File: src/rtl/hxd32_pkg.sv
// Shared hxd32 definitions used by the boot-time IRAM loader.
// Holds the loader FSM states and its frame and byte-enable constants.
package hxd32_pkg;

    typedef enum logic [2:0] {
        IDLE,
        LEN_LO,
        LEN_HI,
        DATA,
        WRITE,
        CSUM
    } loader_state_t;

    localparam logic [7:0] LOADER_MAGIC = 8'hA5;
    localparam logic [3:0] WR_WORD      = 4'b1111;

endpackage

File: src/rtl/iram_loader_if.sv
// Host byte stream plus IRAM write port of the loader.
// The master is the host link side; the slave is the loader.
interface iram_loader_if #(
    parameter int XLEN = 32
);

    logic            byte_valid_i;
    logic [7:0]      byte_data_i;
    logic            byte_ready_o;
    logic            iram_wr_en_o;
    logic [XLEN-1:0] iram_wr_addr_o;
    logic [XLEN-1:0] iram_wr_data_o;
    logic [3:0]      iram_wr_byte_en_o;

    modport master (
        output byte_valid_i,
        output byte_data_i,
        input  byte_ready_o,
        input  iram_wr_en_o,
        input  iram_wr_addr_o,
        input  iram_wr_data_o,
        input  iram_wr_byte_en_o
    );

    modport slave (
        input  byte_valid_i,
        input  byte_data_i,
        output byte_ready_o,
        output iram_wr_en_o,
        output iram_wr_addr_o,
        output iram_wr_data_o,
        output iram_wr_byte_en_o
    );

endinterface

File: src/rtl/iram_loader_asm.sv
// Byte-to-word assembler: little-endian lane fill plus payload checksum.
// word/word_valid present the completed word alongside the 4th byte strobe.
module iram_loader_asm (
    input  logic        clk_i,
    input  logic        rst_n_i,
    input  logic        strobe,
    input  logic        clear,
    input  logic [7:0]  data,
    output logic        word_valid,
    output logic [31:0] word,
    output logic [7:0]  sum
);

    logic [1:0]  cnt;
    logic [23:0] lanes;

    assign word_valid = strobe && (cnt == 2'd3);
    assign word       = {data, lanes};

    always_ff @(posedge clk_i or negedge rst_n_i) begin
        if (!rst_n_i) begin
            cnt   <= '0;
            lanes <= '0;
            sum   <= '0;
        end else if (clear) begin
            cnt   <= '0;
            lanes <= '0;
            sum   <= '0;
        end else if (strobe) begin
            cnt <= cnt + 2'd1;
            sum <= sum + data;
            unique case (cnt)
                2'd0:    lanes[7:0]   <= data;
                2'd1:    lanes[15:8]  <= data;
                2'd2:    lanes[23:16] <= data;
                default: lanes        <= '0;
            endcase
        end
    end

endmodule

File: src/rtl/iram_loader.sv
// Boot-time IRAM loader: parses MAGIC/LEN/payload/CSUM frames,
// writes words to IRAM and holds the core in reset until a good frame.
module iram_loader
    import hxd32_pkg::*;
#(
    parameter int          XLEN       = 32,
    parameter int          IRAM_DEPTH = 4096,
    parameter logic [31:0] BASE_ADDR  = 32'h0000_0000,
    parameter logic [7:0]  MAGIC      = LOADER_MAGIC
) (
    input  logic                clk_i,
    input  logic                rst_n_i,
    iram_loader_if.slave        bus,
    output logic                cpu_rst_n_o,
    output logic                busy_o,
    output logic                done_o,
    output logic                err_o
);

    localparam logic [16:0] DEPTH = 17'(IRAM_DEPTH);

    loader_state_t state;
    logic          booted;
    logic [7:0]    len_lo;
    logic [15:0]   len;
    logic [15:0]   idx;

    logic          fire;
    logic [7:0]    b;
    logic [15:0]   len_n;
    logic          asm_strobe;
    logic          asm_clear;
    logic          word_valid;
    logic [31:0]   word;
    logic [7:0]    sum;

    assign fire  = bus.byte_valid_i && bus.byte_ready_o;
    assign b     = bus.byte_data_i;
    assign len_n = {b, len_lo};

    assign asm_strobe = fire && (state == DATA);
    assign asm_clear  = fire && ((state == LEN_HI) || (state == CSUM));

    iram_loader_asm u_asm (
        .clk_i      (clk_i),
        .rst_n_i    (rst_n_i),
        .strobe     (asm_strobe),
        .clear      (asm_clear),
        .data       (b),
        .word_valid (word_valid),
        .word       (word),
        .sum        (sum)
    );

    always_ff @(posedge clk_i or negedge rst_n_i) begin
        if (!rst_n_i) begin
            state                 <= IDLE;
            booted                <= 1'b0;
            len_lo                <= '0;
            len                   <= '0;
            idx                   <= '0;
            bus.byte_ready_o      <= 1'b0;
            bus.iram_wr_en_o      <= 1'b0;
            bus.iram_wr_addr_o    <= '0;
            bus.iram_wr_data_o    <= '0;
            bus.iram_wr_byte_en_o <= '0;
            cpu_rst_n_o           <= 1'b0;
            busy_o                <= 1'b0;
            done_o                <= 1'b0;
            err_o                 <= 1'b0;
        end else begin
            bus.byte_ready_o      <= 1'b1;
            bus.iram_wr_en_o      <= 1'b0;
            bus.iram_wr_byte_en_o <= '0;
            done_o                <= 1'b0;
            // Out of reset the core runs whatever IRAM already holds.
            if (!booted) begin
                booted      <= 1'b1;
                cpu_rst_n_o <= 1'b1;
            end
            unique case (state)
                IDLE: begin
                    if (fire && (b == MAGIC)) begin
                        state       <= LEN_LO;
                        cpu_rst_n_o <= 1'b0;
                        busy_o      <= 1'b1;
                        err_o       <= 1'b0;
                    end
                end
                LEN_LO: begin
                    if (fire) begin
                        len_lo <= b;
                        state  <= LEN_HI;
                    end
                end
                LEN_HI: begin
                    if (fire) begin
                        len <= len_n;
                        idx <= '0;
                        if ({1'b0, len_n} > DEPTH) begin
                            err_o  <= 1'b1;
                            busy_o <= 1'b0;
                            state  <= IDLE;
                        end else if (len_n == 16'd0) begin
                            state <= CSUM;
                        end else begin
                            state <= DATA;
                        end
                    end
                end
                DATA: begin
                    if (word_valid) begin
                        state                 <= WRITE;
                        bus.byte_ready_o      <= 1'b0;
                        bus.iram_wr_en_o      <= 1'b1;
                        bus.iram_wr_byte_en_o <= WR_WORD;
                        bus.iram_wr_addr_o    <= XLEN'(BASE_ADDR)
                                               + (XLEN'(idx) << 2);
                        bus.iram_wr_data_o    <= XLEN'(word);
                    end
                end
                WRITE: begin
                    idx <= idx + 16'd1;
                    if ((idx + 16'd1) == len) begin
                        state <= CSUM;
                    end else begin
                        state <= DATA;
                    end
                end
                CSUM: begin
                    if (fire) begin
                        if (b == sum) begin
                            done_o      <= 1'b1;
                            cpu_rst_n_o <= 1'b1;
                        end else begin
                            err_o <= 1'b1;
                        end
                        busy_o <= 1'b0;
                        state  <= IDLE;
                    end
                end
                default: state <= IDLE;
            endcase
        end
    end

endmodule

File: src/flat_wrapper.sv
// flat-port wrapper written by rule: the top's interface ports become plain ports
module iram_loader_flat import hxd32_pkg::*;
#(
    parameter int          XLEN       = 32,
    parameter int          IRAM_DEPTH = 4096,
    parameter logic [31:0] BASE_ADDR  = 32'h0000_0000,
    parameter logic [7:0]  MAGIC      = LOADER_MAGIC
)
  (clk_i, rst_n_i, cpu_rst_n_o, busy_o, done_o, err_o, bus_byte_valid_i, bus_byte_data_i, bus_byte_ready_o, bus_iram_wr_en_o, bus_iram_wr_addr_o, bus_iram_wr_data_o, bus_iram_wr_byte_en_o);
  iram_loader_if #(.XLEN(XLEN)) bus_i ();
  input  logic clk_i;
  input  logic rst_n_i;
  output logic cpu_rst_n_o;
  output logic busy_o;
  output logic done_o;
  output logic err_o;
  input wire logic [$bits(bus_i.byte_valid_i)-1:0] bus_byte_valid_i;
  input wire logic [$bits(bus_i.byte_data_i)-1:0] bus_byte_data_i;
  output wire logic [$bits(bus_i.byte_ready_o)-1:0] bus_byte_ready_o;
  output wire logic [$bits(bus_i.iram_wr_en_o)-1:0] bus_iram_wr_en_o;
  output wire logic [$bits(bus_i.iram_wr_addr_o)-1:0] bus_iram_wr_addr_o;
  output wire logic [$bits(bus_i.iram_wr_data_o)-1:0] bus_iram_wr_data_o;
  output wire logic [$bits(bus_i.iram_wr_byte_en_o)-1:0] bus_iram_wr_byte_en_o;
  assign bus_i.byte_valid_i = bus_byte_valid_i;
  assign bus_i.byte_data_i = bus_byte_data_i;
  assign bus_byte_ready_o = bus_i.byte_ready_o;
  assign bus_iram_wr_en_o = bus_i.iram_wr_en_o;
  assign bus_iram_wr_addr_o = bus_i.iram_wr_addr_o;
  assign bus_iram_wr_data_o = bus_i.iram_wr_data_o;
  assign bus_iram_wr_byte_en_o = bus_i.iram_wr_byte_en_o;
  iram_loader #(.XLEN(XLEN), .IRAM_DEPTH(IRAM_DEPTH), .BASE_ADDR(BASE_ADDR), .MAGIC(MAGIC)) u_core (.clk_i(clk_i), .rst_n_i(rst_n_i), .bus(bus_i), .cpu_rst_n_o(cpu_rst_n_o), .busy_o(busy_o), .done_o(done_o), .err_o(err_o));
endmodule
File: config.mk
export PLATFORM = sky130hd
export DESIGN_NAME = iram_loader_flat
export DESIGN_NICKNAME = d
export VERILOG_FILES = /design/src/rtl/hxd32_pkg.sv /design/src/rtl/iram_loader_if.sv /design/src/rtl/iram_loader_asm.sv /design/src/rtl/iram_loader.sv /design/src/flat_wrapper.sv
export SDC_FILE = /design/constraint.sdc
export NUM_CORES = 1
export LEC_CHECK = 0
export CAP_MARGIN = 20
export CORE_MARGIN = 1
export CORE_UTILIZATION = 40
export CTS_BUF_LIST = sky130_fd_sc_hd__clkbuf_4
export DETAILED_ROUTE_END_ITERATION = 8
export HOLD_SLACK_MARGIN = 0.1
export PLACE_DENSITY_LB_ADDON = 0.12
export RECOVER_POWER = 100
export SKIP_CTS_REPAIR_TIMING = 1
export SLEW_MARGIN = 5
export SYNTH_ARGS = -nofsm -noshare
export SYNTH_HDL_FRONTEND = slang
export SYNTH_SLANG_ARGS = --single-unit
File: constraint.sdc
create_clock -name clk_i -period 2.8 [get_ports clk_i]
set_clock_uncertainty 0.1 [all_clocks]
set_input_delay 0.56 -clock clk_i [delete_from_list [all_inputs] [get_ports clk_i]]
set_output_delay 0.56 -clock clk_i [all_outputs]
set_load 0.02 [all_outputs]
==> results of run 1 <==
## worst paths after layout
kind | endpoint | slack (ps)
max | u_core.len[5] | 230
min | u_core.u_asm.lanes[14] | 390
max reg2reg | u_core.bus.iram_wr_data_o[4] | 260
min reg2reg | u_core.u_asm.lanes[14] | 390
max in group asynchronous | u_core.idx[15] | 580
min in group asynchronous | u_core.u_asm.sum[6] | 600
## cell usage in the layout (no fill, tap or decap), types with 3 or more instances in the layout
| master | instances |
|---|---|
| mux2_1 | 5 |
| a22o_1 | 10 |
| dfrtp_1 | 132 |
| inv_1 | 11 |
| nand2_1 | 62 |
| xnor2_1 | 18 |
| clkinv_1 | 3 |
| o31ai_1 | 4 |
| a21oi_1 | 9 |
| o41ai_1 | 3 |
| and2_1 | 4 |
| clkinvlp_4 | 5 |
| ha_1 | 12 |
| and3_1 | 4 |
| conb_1 | 17 |
| clkbuf_1 | 7 |
| mux2_2 | 64 |
| nor3_1 | 11 |
| nor4_1 | 6 |
| o21a_1 | 3 |
| o21bai_1 | 3 |
| buf_4 | 21 |
| a31oi_1 | 4 |
| clkdlybuf4s50_1 | 7 |
| nand4_1 | 6 |
| nor2_1 | 28 |
| dlygate4sd3_1 | 61 |
| clkbuf_4 | 22 |
| xor2_1 | 12 |
| o21ai_0 | 54 |
| nand3_1 | 19 |
## final cells by class
class                   instances  area, um^2
fillers                      1432        7802
flip-flops and latches        132        3303
multi-input cells             399        2779
repair buffers                101       897.1
well taps                     211       264.0
clock buffers                  19       142.6
clock inverters                13       135.1
inverters                      12       45.04
diodes                          1       2.502
## critical path, stage by stage
cell	delay (ps)
dlygate4sd3_1	540
nand2_1	80
clkbuf_1	200
nor4_1	330
clkbuf_1	780
mux2_2	420
## per-layer routing
layer  routed length (um)  vias up  global-route usage [%]  part of all wire, %
met4                  349        0                   8.235                  2.5
met1                 6788     2244                   25.54                   48
met3                  649       30                   4.341                  4.6
li1                     -     2174                       -                    -
met5                    0        -                       0                    0
met2                 6307      122                   27.38                   45
## cells by family (layout without fill, tap and decap cells)
kind of cell / Yosys count / after routing
AOI/OAI and AO/OA: 108 / 108
and+or+nand+nor: 160 / 160
buffers and inverters: 62 / 145
xor gates and xnor gates: 31 / 31
adders and majority gates: 13 / 13
other: 2 / 18
muxes: 70 / 70
DFF: 132 / 132
## registers in the layout (all words and copies together), names as in the netlist
register	count
u_core.done_o	1
u_core.u_asm.lanes	24
u_core.state	3
u_core.busy_o	1
u_core.bus.iram_wr_byte_en_o	1
u_core.bus.iram_wr_addr_o	16
u_core.bus.iram_wr_data_o	32
u_core.len_lo	8
u_core.booted	1
u_core.u_asm.cnt	2
u_core.idx	16
u_core.bus.byte_ready_o	1
u_core.err_o	1
u_core.len	16
u_core.u_asm.sum	8
u_core.cpu_rst_n_o	1
## through the flow
step / area, um^2 / setup TNS [ps] / hold slack, ps / util, % / instances
6_report: 7569 / 0 / 388.6 / 49.24 / 888
5_1_grt: 7569 / 0 / 419.3 / 49.24 / 888
4_1_cts: 7635 / 0 / -141.3 / 49.67 / 886
3_5_place_dp: 7357 / -88.00 / 373.7 / 47.86 / 854
3_3_place_gp: 7357 / -100.4 / 364.5 / 47.86 / 854
2_1_floorplan: 6436 / 0 / 164.4 / - / 593
## report_power, final
part	internal [uW]	switching, uW	leakage [uW]	total, uW
clock network	543	718	0.000134	1260
registers	2010	115	0.00179	2130
logic	189	238	0.00172	428
total	2740	1070	0.00364	3820
==> results.ini, run 1 <==
[run_status]
status = finished, final reports clean

[sta]
setup_violations = 0
worstMarginPinSlew_ps = 1034
period_needed_ps = 2568
report.final.slew_viol_count = 0
setup_slack_ps = 231.9
max_freq_mhz = 389.4
slew_headroom_pct = 31.07
finalHoldViolations = 0
grt_setup_unrepaired = false
fin_crit_sh_pct = 91.72

[floorplanning]
start_util_pct = 41.51
placementRows = 45
dieArea_um2 = 16460
core_um2 = 15370
die_w_um = 128.3
io_pins = 85
die_y_um = 128.3

[power]
leakagePower_uw = 0.003638
ir_worst_vdd_mv = 0.1982
pwr_density_cell_nw_per_um2 = 504.2
total_power_uw = 3816

[placed_design]
dp_hpwl_mm = 9.848
gp_congestion = 0.8507
io_buffer_count = 68
post-place-ws_ps = -88.00

[logic_synthesis]
synth_compound_area_share_pct = 10.59
synth_area_um2 = 6380
ys_top_cells_by_area = dfrtp_1 52%, mux2_2 11%, o21ai_0 4.1%
synthSimpleGateAreaFrac_pct = 12.90
synthFlopType = dfrtp_1
yosysSeqAreaShare_pct = 51.77
ys_ff_latch = 132
yosys.area.top_type_share_pct = 51.77
avgSynthCellArea_um2 = 11.04
synth_enable_flop_cells = 0
synth_top_family_by_area = simple AND/OR/NAND/NOR gates
async_reset_ff_share_pct = 100.0
yosysTopAreaCell = dfrtp_1
synth_commonest_cells = 132 x dfrtp_1, 64 x mux2_2, 63 x nand2_1, 52 x o21ai_0, 28 x nor2_1
synth_most_common_cell = dfrtp_1
synthAdderAreaFrac_pct = 2.667
yosysWarnings = 0
muxShareOfSynthArea_pct = 12.34
synth_cell_types = 60
synth_xor_area_share_pct = 4.373
synthCells = 578

[worst_setup_path]
criticalPathCategory = input port to register
path_max_fanout = 17
crit_path_start_kind = input port
arrival_ps = 2910
crit_path_start = bus_byte_valid_i
r2r_start = u_core.state[1]
critPathRequiredTime_ps = 3140
reg2reg_depth = 6
worst_setup_path_end_kind = register

[finish]
area_growth_pct = 18.63
layout-drive-gt1-share_pct = 19.53
fin_nets = 687

[route]
drcViolationCount = 0
drt-total-wl_mm = 14.09
viasPerCell = 5.146
ant_nets = 0
first_pass_iters = 4
drt_iter0_markers = 237
vias = 4570
wl_per_cell_um = 15.87

[grt]
grt_max_degree = 56
antenna_found_initial = 1
grt_pass1_wl_mm = 23.15
grt_usage_pct = 18.43
grt_pass1_vias = 4464
grt_overflow = 0

[min_path]
hold_class = register to register
worstHoldStart = u_core.u_asm.lanes[14]
holdPathStages = 2

[clocking]
cts_tree = done
cts.path.max_buffers = 2
clock_latency_ps = 550
clk_pin_slew_ps = 110
root_buffer = clkbuf_4
h-tree-depth = 4
cts.sinks = 132
numCtsBuffers = 17

[flow_run]
max_cap_viol_count = 0

No activity file was read; power rests on OpenSTA's default activity.
==> run 2, diff against run 1 <==
- ABC_AREA: unset -> 0
==> results of run 2 <==
No change in the layout: final DEF, timing and power equal those of run 1.
==> run 3, diff against run 2 <==
- RECOVER_POWER: 100 -> unset
==> results.ini, run 3 (synthesis results as in run 1) <==
[placed_design]
io_buffer_count = 68  ; unchanged
post-place-ws_ps = -88.00  ; unchanged
dp_hpwl_mm = 9.848  ; unchanged
gp_congestion = 0.8507  ; unchanged
dp_cells = 854  ; unchanged

[clocking]
cts_tree = done  ; unchanged
clock_latency_ps = 550  ; about the same
cts.path.max_buffers = 2  ; unchanged
cts.sinks = 132  ; unchanged
root_buffer = clkbuf_4  ; unchanged
clk_pin_slew_ps = 110  ; about the same
numCtsBuffers = 17  ; unchanged
h-tree-depth = 4  ; unchanged

[sta]
report.final.slew_viol_count = 0  ; unchanged
max_freq_mhz = 406.8  ; was 389.4 MHz
worstMarginPinSlew_ps = 858.5  ; was 1034 ps
setup_violations = 0  ; unchanged
period_needed_ps = 2458  ; was 2568 ps
grt_setup_unrepaired = false  ; unchanged
slew_headroom_pct = 42.56  ; was 31.07%
holdWs_ps = 388.0  ; was 388.6 ps
finalHoldViolations = 0  ; unchanged
fin_crit_sh_pct = 87.79  ; was 91.72%
setup_slack_ps = 341.8  ; was 231.9 ps

[floorplanning]
die_w_um = 128.3  ; unchanged
io_pins = 85  ; unchanged
die_y_um = 128.3  ; unchanged
placementRows = 45  ; unchanged
core_um2 = 15370  ; unchanged
start_util_pct = 41.51  ; unchanged
dieArea_um2 = 16460  ; unchanged

[power]
netSwitchingPower_uw = 1072  ; about the same
sequentialPowerShare_pct = 55.6  ; was 55.7%
combPwrFrac_pct = 11.4  ; was 11.2%
intPower_uw = 2753  ; was 2744 uW
sw_frac_of_total_pct = 28.03  ; was 28.08%
pwr_density_cell_nw_per_um2 = 500.2  ; was 504.2 nW/um^2
power_frac_clock_pct = 32.9  ; was 33.0%
ir_worst_vdd_mv = 0.1983  ; was 0.1982 mV
leakagePower_uw = 0.003483  ; was 0.003638 uW

[worst_setup_path]
critPathRequiredTime_ps = 3090  ; was 3140 ps
criticalPathCategory = register to register  ; was input port to register
worst_setup_path_end_kind = register  ; unchanged
arrival_ps = 2750  ; was 2910 ps
path_max_fanout = 7  ; was 17
crit_path_start_kind = register  ; was input port

[finish]
layout_commonest_cell = dfrtp_1  ; unchanged
top_register = u_core.bus.iram_wr_data_o  ; unchanged
largest_reg_flops = 32  ; unchanged
largest_registers = u_core.bus.iram_wr_data_o (32), u_core.u_asm.lanes (24)  ; unchanged
layout-drive-gt1-share_pct = 21.01  ; was 19.53%
area_growth_pct = 19.87  ; was 18.63%
fin_nets = 687  ; unchanged
most-common-layout-cells = 132 x dfrtp_1, 67 x clkdlybuf4s50_1, 64 x mux2_2, 62 x nand2_1, 52 x o21ai_0  ; was 132 x dfrtp_1, 64 x mux2_2, 62 x nand2_1, 61 x dlygate4sd3_1, 54 x o21ai_0
finalNonFillerCells = 888  ; unchanged

[grt]
grt_max_degree = 56  ; unchanged
antenna_found_initial = 1  ; unchanged
grt.met3_usage_pct = 4.341  ; unchanged
grt_overflow = 0  ; unchanged
busiest_layer = met2  ; unchanged
met1_usage_pct = 25.54  ; unchanged
met2_usage_pct = 27.38  ; unchanged
grt_usage_pct = 18.43  ; unchanged
grt_pass1_vias = 4464  ; unchanged
grt_pass1_wl_mm = 23.15  ; unchanged

[run_status]
status = finished, final reports clean  ; unchanged

[route]
ant_nets = 0  ; unchanged
viasPerCell = 5.148  ; was 5.146
drt-total-wl_mm = 14.08  ; was 14.09 mm
first_pass_iters = 7  ; was 4
drcViolationCount = 0  ; unchanged
drt_iter0_markers = 240  ; was 237
vias = 4571  ; was 4570
wl_per_cell_um = 15.86  ; was 15.87 um

[flow_run]
max_cap_viol_count = 0  ; unchanged

[min_path]
hold_class = register to register  ; unchanged

==> run 3: cell types whose count changed in the layout (fill, tap and decap cells not counted), sizes merged <==
cell	previous run	this run
clkdlybuf4s50	7	67
dlygate4sd3	61	1
buf	21	33
clkbuf	31	19
==> run 3: power groups by stage <==
stage | Clock (uW) | Combinational [uW] | Sequential (uW)
after floorplan | 0 | 318 | 2120
after global placement | 0 | 432 | 2160
after detailed placement | 0 | 439 | 2170
after CTS | 1300 | 441 | 2130
after global routing | 1380 | 488 | 2150
final | 1260 | 437 | 2130
==> run 3: metrics by stage <==
step                cell area (um^2)  util, %  total power [uW]  setup TNS [ps]
global route                    7647    49.75              4018               0
global placement                7357    47.86              2594          -100.4
CTS                             7635    49.67              3875               0
floorplan                       6436        -              2438               0
finish                          7647    49.75              3825               0
detailed placement              7357    47.86              2604          -88.00
==> run 3: critical path, stage by stage, from the launching register on <==
cell     delay, ps
dfrtp_1        510
ha_1           310
nand3_2        180
nor3_1         480
xnor2_2        150
nor4_4         320
and3_1         200
a22oi_1         60
==> run 3: worst paths after layout <==
path / startpoint / end / slack [ps] / cells past startpoint
hold reg to reg: u_core.u_asm.lanes[14] / u_core.u_asm.lanes[14] / 390 / 2
setup reg to reg: u_core.idx[0] / u_core.state[1] / 340 / 7
max in group asynchronous: rst_n_i / u_core.bus.iram_wr_addr_o[4] / 1460 / 3
hold / removal: u_core.u_asm.lanes[14] / u_core.u_asm.lanes[14] / 390 / 2
min in group asynchronous: rst_n_i / u_core.u_asm.sum[6] / 420 / 2
setup / recovery: u_core.idx[0] / u_core.state[1] / 340 / 7
==> run 3: final cells by class <==
| type | count | area (um^2) |
|---|---|---|
| antenna | 1 | 2.502 |
| clock buffer | 19 | 142.6 |
| clock inverter | 13 | 135.1 |
| fill | 1417 | 7724 |
| inverter | 12 | 45.04 |
| multi-input combinational | 399 | 2801 |
| sequential | 132 | 3303 |
| tap | 211 | 264.0 |
| timing repair buffer | 101 | 953.4 |
==> run 3: routing by layer <==
metal  up-vias  share of wire [%]
li1       2169                  -
met5         -                  0
met1      2261                 49
met2       115                 45
met4         0                2.1
met3        26                3.9
==> variant 1, RTL diff (flow settings as in run 2) <==
`XLEN` is set to 32 in 3 places; all go to 48.
--- a/src/rtl/iram_loader_if.sv
+++ b/src/rtl/iram_loader_if.sv
@@ -3,3 +3,3 @@
 interface iram_loader_if #(
-    parameter int XLEN = 32
+    parameter int XLEN = 48
 );
--- a/src/rtl/iram_loader.sv
+++ b/src/rtl/iram_loader.sv
@@ -5,3 +5,3 @@
 #(
-    parameter int          XLEN       = 32,
+    parameter int          XLEN       = 48,
     parameter int          IRAM_DEPTH = 4096,
--- a/src/flat_wrapper.sv
+++ b/src/flat_wrapper.sv
@@ -3,3 +3,3 @@
 #(
-    parameter int          XLEN       = 32,
+    parameter int          XLEN       = 48,
     parameter int          IRAM_DEPTH = 4096,
Ports: changed (resized bus_iram_wr_addr_o and bus_iram_wr_data_o); port bits go from 85 to 117. The function was not compared with the original's and may differ.
==> variant 1 against run 2 <==
- cell count rose by 4.6%
- global-route usage fell by 0.22 points
- worst setup slack improved by 45 ps
- hold slack lost 5.2 ps
- clock power grew 7%
- first-iteration DRC count fell by 0.84%
- synthesized area increased by 3.8%
- sequential cell count did not move
- power grew 3.4%
- non-clock buffer count up 4
- sequential power about the same
- final area rose by 2.6%
- via count up 0.94%
- routed wire length rose by 1.1%
- critical path type unchanged
- critical endpoint is now u_core.err_o
==> variant 1: results (changes against run 2) <==
Vias in the first global route -> 4483 (+0.43%)
DR pass1 iterations -> 5 (+1)
Seq/Total Area, Yosys -> 0.499 (-0.0188)
Average vias per placed instance -> 4.97 (-3.5%)
H-tree depth -> 4 (unchanged)
Non-Filler Instances -> 929 (+4.6%)
Slowest stage cell, crit path -> dlygate4sd3_1
GP Congestion -> 0.808 (-5.1%)
Pre-CTS setup slack -> -221 ps (-133 ps)
Total track usage -> 0.182 (-0.00221)
Share of cells above drive strength 1 -> 0.190 (-0.00566)
Placed Cells -> 895 (+4.8%)
Leakage -> 3.78 nW (+3.9%)
Post-synth cell types -> 60 (unchanged)
Worst-Skew Late Latency -> 530 ps (-20 ps)
Iter 0 DRT Violations -> 235 (-0.84%)
Status -> completed
Post-route ant nets -> 0 (unchanged)
Rel. slew slack -> 0.226 (-0.0843)
Max incr delay on CP -> 580 ps (-200 ps)
Initial antenna violation count -> 0 (-1)
Filler cell count -> 1529 (+6.8%)
Syn Inst Count -> 610 (+5.5%)
Synth cell count leaders -> 132 x dfrtp_1, 64 x mux2_2, 63 x nand2_1
Clock root buffer -> clkbuf_4
Pint -> 2.84 mW (+3.6%)
CP arrival -> 2850 ps (-60 ps)
Global-route wire length before repair -> 23.5 mm (+1.6%)
Biggest registers after layout -> u_core.bus.iram_wr_data_o: 32 flops, u_core.u_asm.lanes: 24 flops
Clk slew on worst S/H paths -> 120 ps
Crit Path Max Fanout -> 2 (-15)
Async set-reset flop share out of synthesis -> 1.00 (unchanged)
WL final -> 14.2 mm (+1.1%)
Maximum VDD drop -> 0.281 mV (+42%)
Largest delay share family, worst path -> simple AND/OR/NAND/NOR gates
Largest net degree at the start of global routing -> 48 (-14%)
Hpwl dp -> 10.2 mm (+3.8%)
Synth area leaders -> dfrtp_1 50%, mux2_2 11%, buf_4 5.9%
Final #Nets -> 723 (+5.2%)
==> variant 1: cells by family after synthesis <==
group | synth area share
fa+ha+maj | 0.0257
mux | 0.119
compound gates | 0.102
simple gates | 0.124
buf+inv | 0.0867
other cells | 0.00113
flops | 0.499
xor+xnor | 0.0421
==> variant 1: path summary, 6_finish.rpt <==
path                                                    start                            end  slack (ps)  depth (start not counted)
worst max-delay path                       bus_byte_data_i[1]                   u_core.err_o         280                          7
worst min-delay path            u_core.bus.iram_wr_addr_o[10]  u_core.bus.iram_wr_addr_o[10]         380                          2
worst max register to register                u_core.state[1]  u_core.bus.iram_wr_data_o[13]         340                          6
worst min register to register  u_core.bus.iram_wr_addr_o[10]  u_core.bus.iram_wr_addr_o[10]         380                          2
max in group asynchronous                             rst_n_i  u_core.bus.iram_wr_data_o[26]         580                          3
min in group asynchronous                             rst_n_i                  u_core.idx[6]         680                          2
==> variant 1: layer usage <==
layer / vias up / global-route usage / wire (um)
met1: 2253 / 0.252 / 6930
met3: 16 / 0.0415 / 601
li1: 2217 / - / -
met4: 0 / 0.0561 / 173
met2: 127 / 0.284 / 6540
met5: - / 0 / 0
==> variant 1: worst min-delay path, cell delays in order, from the launching register on <==
cell,delay (ps)
dfrtp_1,360
nand2_1,40
o21ai_0,50
==> variant 1: power groups by stage <==
stage | Combinational [mW] | Clock, mW | Sequential (mW)
floorplan | 0.390 | 0 | 2.12
global placement | 0.472 | 0 | 2.17
detailed placement | 0.482 | 0 | 2.17
CTS | 0.483 | 1.40 | 2.13
global route | 0.528 | 1.48 | 2.15
finish | 0.471 | 1.35 | 2.13
==> variant 1: layout make-up <==
cell class | count | area share
tap | 216 | 0.0348
multi-input combinational | 431 | 0.375
clock inverter | 13 | 0.0203
clock buffer | 19 | 0.0184
timing repair buffer | 105 | 0.120
antenna | 1 | 0.000322
sequential | 132 | 0.425
inverter | 12 | 0.00580
==> variant 1: metrics by stage <==
stage,instance area [um2],power [mW],setup TNS (ps),util
after floorplan,6800,2.51,0,-
after global placement,7530,2.64,-119,0.470
after detailed placement,7530,2.65,-360,0.470
after CTS,7830,4.02,0,0.489
after global routing,7760,4.16,0,0.485
final,7770,3.95,0,0.485
==> variant 2, RTL diff (config.mk and constraints of run 2) <==
Without the edit above. The 6 states of `loader_state_t` get a one-hot encoding in 6 bits.
--- a/src/rtl/hxd32_pkg.sv
+++ b/src/rtl/hxd32_pkg.sv
@@ -4,9 +4,9 @@
 
-    typedef enum logic [2:0] {
-        IDLE,
-        LEN_LO,
-        LEN_HI,
-        DATA,
-        WRITE,
-        CSUM
+    typedef enum logic [5:0] {
+        IDLE   = 6'b000001,
+        LEN_LO = 6'b000010,
+        LEN_HI = 6'b000100,
+        DATA   = 6'b001000,
+        WRITE  = 6'b010000,
+        CSUM   = 6'b100000
     } loader_state_t;
Function: no difference found for any inputs over 10 cycles, from zero or initial values and one cycle with rst_n_i low; not proved beyond that.
==> variant 2 against run 2 <==
- final area rose by 6.6%
- worst setup slack got worse by 130 ps
- utilization increased by 0.99 points
- sequential cell count grew 3
- routed wire length is 13% higher
- synthesized area up 4.5%
- first-iteration DRC count rose by 28%
- die area is 4.4% higher
- count of clock-buffer cells in the layout fell by 2
- global-route usage up 1.5 points
Power is not compared: it rests on default switching activity, and its combinational part moved more than twofold at a synthesized area within 25%.
==> variant 2: results (changes against run 2) <==
Iter 0 DRT Violations -> 304 (+28%)
R2R depth -> 9 (+3)
Type of the worst min-delay path -> reg2reg
Slowest stage cell, crit path -> or4_1
Synth area leaders -> dfrtp_1 50%, mux2_2 12%, nand2_1 3.5%
Fin crit share -> 0.962 (+0.0452)
H-tree depth -> 4 (unchanged)
Hpwl dp -> 11.4 mm (+15%)
Met1 Wirelength -> 7.43 mm (+9.4%)
R2R setup slack -> 110 ps (-150 ps)
WL met3 -> 669 um (+3.1%)
DR vias -> 4991 (+9.2%)
Met3 usage -> 0.0353 (-0.00810)
Clk slew on worst S/H paths -> 130 ps (+20 ps)
RR Endpoint -> u_core.state[3]
GR Util met2 -> 0.316 (+0.0421)
Wire length per cell -> 16.7 um (+5.2%)
Max incr delay on CP -> 520 ps (-260 ps)
Placed Cells -> 918 (+7.5%)
IO buf count -> 68 (unchanged)
Share of cells above drive strength 1 -> 0.237 (+0.0415)
Hold path depth -> 1 (-1)
GRT met1 Usage -> 0.270 (+0.0148)
DR WL met2 -> 7.51 mm (+19%)
Filler cell count -> 1465 (+2.3%)
DR pass1 iterations -> 4 (unchanged)
Hold EP -> u_core.bus.iram_wr_addr_o[2]
Status -> completed
Final #Nets -> 746 (+8.6%)
Worst hold start -> u_core.bus.iram_wr_addr_o[2]
CP arrival -> 3070 ps (+160 ps)
Worst-Skew Late Latency -> 560 ps
Seq/Total Area, Yosys -> 0.507 (-0.0108)
Crit Path Max Fanout -> 5 (-12)
Post-synth cell types -> 57 (-5.0%)
CP startpoint -> u_core.idx[0]
Placed cell areas -> 7770 um2 (+5.7%)
CP Launch Type -> flip-flop
Worst-Margin Slew -> 1370 ps (+341 ps)
Hold Slack -> 412 ps (+23.7 ps)
Synth cell count leaders -> 134 x dfrtp_1, 72 x mux2_2, 62 x nand2_1
Global-route wire length before repair -> 25.9 mm (+12%)
Non-Filler Instances -> 952 (+7.2%)
Syn Inst Count -> 626 (+8.3%)
Pre-CTS setup slack -> -33.6 ps (+54.4 ps)
GP Congestion -> 0.901 (+5.9%)
Total track usage -> 0.200 (+0.0154)
==> variant 2: changes by cell type in the layout (fill, tap and decap cells not counted), moves of 5 or more <==
cell	change
mux2_2	+8
clkbuf_1	-7
nand3_1	+16
clkbuf_2	+7
a22o_1	-8
nor2_1	+9
mux2_1	-5
o21ai_0	-18
inv_1	-5
a21oi_1	+30
clkinv_4	+6
buf_4	+20
==> variant 2: logic make-up (layout without fill, tap and decap cells) <==
group,count (synthesis),in the layout,synth area share
fa+ha+maj,13,13,0.0255
compound gates,115,115,0.102
buf+inv,63,157,0.0496
simple gates,193,193,0.149
flops,135,135,0.507
mux,77,77,0.129
xor+xnor,28,28,0.0368
other cells,2,18,0.00113
==> variant 2: final cells by class <==
type	count	area (um2)	area share
Antenna cell	1	2.50	0.000310
Clock inverter	15	171	0.0213
Clock buffer	17	128	0.0158
Multi-Input combinational cell	443	3050	0.378
Tap cell	216	270	0.0335
Timing Repair Buffer	119	1040	0.129
Inverter	6	22.5	0.00279
Sequential cell	135	3380	0.419
==> variant 2: power groups by stage <==
stage | combinational, mW | sequential [mW] | clock (mW)
2_1_floorplan | 1.29 | 2.49 | 0
3_3_place_gp | 1.69 | 2.61 | 0
3_5_place_dp | 1.72 | 2.62 | 0
4_1_cts | 1.74 | 2.58 | 1.39
5_1_grt | 1.95 | 2.65 | 1.47
6_report | 1.75 | 2.60 | 1.35
==> variant 2: worst max-delay path, delay by kind of cell, from the launching register on <==
family,cells,cell delay [ps]
AO/OA/AOI/OAI,2,390
adder cells (fa/ha/maj),1,190
buffers and inverters,1,180
flip-flops,1,420
AND/OR/NAND/NOR,5,1310
